<file path="src/rtl/pmem_pkg.sv">
// Shared definitions for the physical-memory arbiter.
// FSM state codes, owner encoding and the timeout fill pattern.
package pmem_pkg;

    typedef logic [1:0] state_t;

    localparam state_t ST_IDLE = 2'd0;
    localparam state_t ST_REQ  = 2'd1;
    localparam state_t ST_WAIT = 2'd2;
    localparam state_t ST_RESP = 2'd3;

    localparam logic OWN_IFU = 1'b0;
    localparam logic OWN_LSU = 1'b1;

    localparam logic [31:0] TIMEOUT_DATA = 32'hDEADBEEF;

endpackage

</file>
<file path="src/rtl/pmem_arb_pick.sv">
// Winner selection between IFU and LSU with an LSU run limiter.
// The run counter stops the LSU from starving instruction fetch.
module pmem_arb_pick #(
    parameter int LSU_MAX_RUN = 4
) (
    input  logic       if_valid,
    input  logic       ls_valid,
    input  logic [3:0] run_cnt,
    output logic       if_win,
    output logic       ls_win,
    output logic [3:0] run_nxt
);

    localparam logic [3:0] RUN_MAX = 4'(LSU_MAX_RUN);

    logic at_max;

    assign at_max = (run_cnt == RUN_MAX);

    // LSU has priority unless the IFU has waited out a full LSU run
    always_comb begin
        if_win  = 1'b0;
        ls_win  = 1'b0;
        run_nxt = run_cnt;
        if (ls_valid && !(if_valid && at_max)) begin
            ls_win = 1'b1;
        end else if (if_valid) begin
            if_win = 1'b1;
        end
        if (if_win) begin
            run_nxt = 4'd0;
        end else if (ls_win && if_valid && !at_max) begin
            run_nxt = run_cnt + 4'd1;
        end
    end

endmodule

</file>
<file path="src/rtl/pmem_arb.sv">
// Two-master (IFU/LSU) arbiter onto one valid/ready memory port.
// Optional WAIT timeout with err pulse: define PMEM_ARB_TIMEOUT_EN.
module pmem_arb
    import pmem_pkg::*;
#(
    parameter int ADDR_W      = 32,
    parameter int DATA_W      = 32,
    parameter int LSU_MAX_RUN = 4,
    parameter int TIMEOUT     = 255
) (
    input  logic                clk,
    input  logic                rst,
    input  logic                if_valid,
    output logic                if_ready,
    input  logic [ADDR_W-1:0]   if_addr,
    output logic                if_rvalid,
    output logic [DATA_W-1:0]   if_rdata,
    input  logic                ls_valid,
    output logic                ls_ready,
    input  logic [ADDR_W-1:0]   ls_addr,
    input  logic                ls_wen,
    input  logic [DATA_W-1:0]   ls_wdata,
    input  logic [DATA_W/8-1:0] ls_wmask,
    output logic                ls_rvalid,
    output logic [DATA_W-1:0]   ls_rdata,
    output logic                mem_valid,
    input  logic                mem_ready,
    output logic [ADDR_W-1:0]   mem_addr,
    output logic                mem_wen,
    output logic [DATA_W-1:0]   mem_wdata,
    output logic [DATA_W/8-1:0] mem_wmask,
    input  logic                mem_rvalid,
    input  logic [DATA_W-1:0]   mem_rdata,
`ifdef PMEM_ARB_TIMEOUT_EN
    output logic                err,
`endif
    output logic                busy
);

    state_t              state;
    logic                owner;
    logic [3:0]          run_cnt;
    logic [3:0]          run_nxt;
    logic [DATA_W-1:0]   cap;
    logic                if_win;
    logic                ls_win;
    logic                acc;
    logic                idle;
    logic                req_done;
    logic                wait_done;

    pmem_arb_pick #(
        .LSU_MAX_RUN (LSU_MAX_RUN)
    ) u_pick (
        .if_valid (if_valid),
        .ls_valid (ls_valid),
        .run_cnt  (run_cnt),
        .if_win   (if_win),
        .ls_win   (ls_win),
        .run_nxt  (run_nxt)
    );

    assign idle     = (state == ST_IDLE) && !rst;
    assign if_ready = idle && if_win;
    assign ls_ready = idle && ls_win;
    assign acc      = if_ready || ls_ready;

    assign req_done  = (state == ST_REQ) && mem_ready && mem_rvalid;
    assign wait_done = (state == ST_WAIT) && mem_rvalid;

    assign mem_valid = (state == ST_REQ);
    assign busy      = (state != ST_IDLE);
    assign if_rvalid = (state == ST_RESP) && (owner == OWN_IFU);
    assign ls_rvalid = (state == ST_RESP) && (owner == OWN_LSU);
    assign if_rdata  = if_rvalid ? cap : '0;
    assign ls_rdata  = ls_rvalid ? cap : '0;

`ifdef PMEM_ARB_TIMEOUT_EN
    localparam int TW = $clog2(TIMEOUT + 1);
    localparam logic [TW-1:0] TO_LAST = TW'(TIMEOUT - 1);
    localparam logic [DATA_W-1:0] TO_DATA = DATA_W'(TIMEOUT_DATA);

    logic [TW-1:0] wcnt;
    logic          to_hit;
    logic          to_flag;

    assign to_hit = (state == ST_WAIT) && !mem_rvalid && (wcnt == TO_LAST);
    assign err    = (state == ST_RESP) && to_flag;

    // WAIT-cycle counter, restarted each time WAIT is entered
    always_ff @(posedge clk or posedge rst) begin
        if (rst) begin
            wcnt    <= '0;
            to_flag <= 1'b0;
        end else begin
            if (state == ST_REQ) begin
                wcnt <= '0;
            end else if (state == ST_WAIT) begin
                wcnt <= wcnt + 1'b1;
            end
            if (acc) begin
                to_flag <= 1'b0;
            end else if (to_hit) begin
                to_flag <= 1'b1;
            end
        end
    end
`else
    logic to_hit;

    assign to_hit = 1'b0;
`endif

    // Transaction FSM: IDLE -> REQ -> (WAIT) -> RESP -> IDLE
    always_ff @(posedge clk or posedge rst) begin
        if (rst) begin
            state <= ST_IDLE;
        end else begin
            unique case (state)
                ST_IDLE: if (acc) state <= ST_REQ;
                ST_REQ: begin
                    if (mem_ready) begin
                        state <= mem_rvalid ? ST_RESP : ST_WAIT;
                    end
                end
                ST_WAIT: if (mem_rvalid || to_hit) state <= ST_RESP;
                ST_RESP: state <= ST_IDLE;
                default: state <= ST_IDLE;
            endcase
        end
    end

    // Latch the granted request and its owner on acceptance
    always_ff @(posedge clk or posedge rst) begin
        if (rst) begin
            owner     <= OWN_IFU;
            mem_addr  <= '0;
            mem_wen   <= 1'b0;
            mem_wdata <= '0;
            mem_wmask <= '0;
            run_cnt   <= 4'd0;
        end else if (acc) begin
            owner     <= ls_ready ? OWN_LSU : OWN_IFU;
            mem_addr  <= ls_ready ? ls_addr : if_addr;
            mem_wen   <= ls_ready && ls_wen;
            mem_wdata <= ls_ready ? ls_wdata : '0;
            mem_wmask <= ls_ready ? ls_wmask : '0;
            run_cnt   <= run_nxt;
        end
    end

    // Capture response data; writes return zero
    always_ff @(posedge clk or posedge rst) begin
        if (rst) begin
            cap <= '0;
        end else if (req_done || wait_done) begin
            cap <= mem_wen ? '0 : mem_rdata;
`ifdef PMEM_ARB_TIMEOUT_EN
        end else if (to_hit) begin
            cap <= TO_DATA;
`endif
        end
    end

endmodule

</file>
<file path="config.mk">
export PLATFORM = sky130hd
export DESIGN_NAME = pmem_arb
export DESIGN_NICKNAME = d
export VERILOG_FILES = /design/src/rtl/pmem_pkg.sv /design/src/rtl/pmem_arb_pick.sv /design/src/rtl/pmem_arb.sv
export SDC_FILE = /design/constraint.sdc
export NUM_CORES = 1
export LEC_CHECK = 0
export ABC_AREA = 1
export ABC_CLOCK_PERIOD_IN_PS = 3100
export BUFFER_PORTS_ARGS = -buffer_cell sky130_fd_sc_hd__buf_2
export CORE_ASPECT_RATIO = 0.9
export CORE_MARGIN = 2
export CORE_UTILIZATION = 45
export DETAILED_ROUTE_END_ITERATION = 8
export PLACE_DENSITY_LB_ADDON = 0.12
export SLEW_MARGIN = 5
export SYNTH_ARGS = -nofsm -noshare
export SYNTH_HDL_FRONTEND = slang
export SYNTH_SLANG_ARGS = --single-unit
</file>
<file path="constraint.sdc">
create_clock -name clk -period 3.1 [get_ports clk]
set_input_delay 0 -clock clk [delete_from_list [all_inputs] [get_ports clk]]
set_output_delay 0 -clock clk [all_outputs]
set_load 0.02 [all_outputs]
</file>
==> results.txt <==
worst flop-to-flop path endpoint = mem_addr[13]
Synth Register Bits = 108
syn_nets = 860
htree depth = 3
TritonCTS clock tree = done
sequential-to-total area share from yosys stat = 51.1%
first-pass GRT wire length = 27500 um
Initial DRT Pass Iterations = 5
crit path time final = 2.61 ns
setup bufs post-CTS = 0
crit path kind = reg2reg
Seq pwr share = 35.2%
Psw = 3.01 mW
CTS buffer count = 9
final clock skew = 0.0126 ns
Worst Hold Class = in2reg
clk slew on worst S/H paths = 0.08 ns
Avg Inst Size Synth = 7.41 um2
P&R area growth vs syn = 54.2%
Max Cap Viol = 0
Total GRT Usage = 27.0%
unique cell type count in the Yosys netlist = 22
R2R Setup Slk = 0.49 ns
share of post-route cells with drive strength above 1 = 28.7%
worst-case clock buffer depth = 2
final worst slack = 0.494 ns
nets@finish = 1225
dpl hpwl = 11000 um
Avg WL per Cell = 14.0 um
Slew Limit Headroom = 23.2%
CP max FO = 36
Skew-Pair Late Insertion Delay = 0.35 ns
most common cell after layout, fill and taps aside = buf_2
RSZ-0062 raised after global routing = false
CORE AREA = 11400 um2
fin crit share = 84.1%
kind of end point of the critical path = register
I/O pin cnt = 278
FMAX = 384 MHz
CTS root buf = clkbuf_16
Setup crit end = mem_addr[13]
largest net degree at the start of global routing = 65
crit path launch type = register
Post-DRT Antenna Nets = 0
Die X = 118 um
Initial DRC Count = 470
Least-Margin Pin Slew = 1.15 ns
Clock Sinks = 108
Die Y-Extent = 107 um
Post-Syn Area = 5290 um2
vias per inst = 4.78
number of global-route vias before repair = 5548
PortBufs = 277
Setup crit start = state[0]
post-cts resize count = 0
row count = 37
Leak Pwr = 4.66 nW
total power = 6.69 mW
# diodes = 0
Net Sw Frac = 45.0%
Via Count = 5924
Finished Layout Cells = 1240
status = complete, no violations
clock share of power = 17.2%
initial antenna violation count = 0
Post-Synthesis Cells = 714
final setup vio count = 0
DRC = 0
Worst VDD drop = 0.404 mV
yosys warns = 0
combinational power share = 47.6%
CP arrival = 2.85 ns
initial core utilization = 46.3%
FF-to-FF path depth = 10
total global routing overflow = 0
Setup TNS = 0 ns
total wire length = 17300 um
placed cells = 1112
total die area = 12600 um2
most frequent cells in the layout = buf_2 (277), nand2_1 (192), nor2_1 (165)
Worst R2R Start = state[0]
Int Power = 3.68 mW
fin util = 71.4%
Post-Place Worst Slack = 1.14 ns
WP data required = 3.35 ns
RD Place Congestion = 0.791
Final Max Slew Viols = 0
final hold violations = 0
power density cells = 820 nW/um2
power groups by stage:
stage / logic [mW] / clock network, mW / registers, mW
floorplan: 1.48 / 0 / 2.89
global placement: 2.98 / 0 / 2.35
detailed placement: 3.01 / 0 / 2.37
CTS: 3.16 / 1.17 / 2.35
global route: 3.50 / 1.23 / 2.43
finish: 3.18 / 1.15 / 2.35
synthesized netlist by cell type, drive strengths merged:
cell    instances  area, um2
nand2         194        733
ha              7       87.6
o22ai           1       6.26
nand3          39        200
clkbuf         18       67.6
a21oi           2       13.8
buf            24        131
inv            84        315
o21ai          38        190
nor2          166        631
a21boi          1       11.3
dfrtp         108       2700
nand4          32        200
final cells by class:
class                   instances  area [um2]
well taps                     156         195
fillers                       905        3280
repair buffers                396        2560
clock buffers                   9         225
clock inverters                 7        73.8
flip-flops and latches        108        2700
inverters                      84         318
multi-input cells             480        2080
cell families (layout without fill, tap and decap cells):
family / after synthesis / count (layout) / share of synthesized area (%)
and+or+nand+nor: 431 / 431 / 33.3
buffers and inverters: 126 / 496 / 9.72
DFF: 108 / 108 / 51.1
AOI/OAI and AO/OA: 42 / 42 / 4.19
adders and majority gates: 7 / 7 / 1.66
worst min-delay path by stage:
stage,to,startpoint,depth (start not counted)
2_1_floorplan,mem_wdata[0],ls_wdata[0],2
3_3_place_gp,mem_addr[26],rst,2
3_5_place_dp,mem_addr[26],rst,2
4_1_cts,mem_addr[20],if_addr[20],5
5_1_grt,mem_addr[29],if_addr[29],5
6_report,mem_addr[25],ls_addr[25],5
repair_timing:
item / CTS / global route
hold endpoints to repair: 112 / 0
setup endpoints to repair: 0 / 0
hold buffers: 112 / 0
sequential cells by signal, indices dropped and copies added (netlist names):
signal,cells
mem_addr,32
owner,1
mem_wdata,32
mem_wen,1
cap,32
state,2
mem_wmask,4
run_cnt,4
worst max-delay path, cell delays in order, from the launching register on:
cell           delay, ns
dfrtp_1             0.45
inv_1               0.15
ha_1                0.22
inv_2               0.06
nor2_4              0.14
nand2_2             0.44
nor2_1              0.27
nand2_1             0.09
nand2_1             0.08
dlygate4sd3_1       0.55
nor2_1              0.04
metal layers:
metal  global-route usage [%]  vias up  wire length [um]
met5                        0        -                 0
li1                         -     2915                 -
met3                     5.11       41              1250
met1                     33.8     2696              7100
met2                     46.2      272              8480
met4                     10.9        0               507
stage by stage:
step                      instance area [um2]  hold slack, ns
final                                    8160         0.00297
after global routing                     8160          0.0257
after CTS                                8160         0.00108
after detailed placement                 6740        -0.00164
after global placement                   6740        -0.00965
after floorplan                          5290           0.110
No activity file was read; power rests on OpenSTA's default activity.
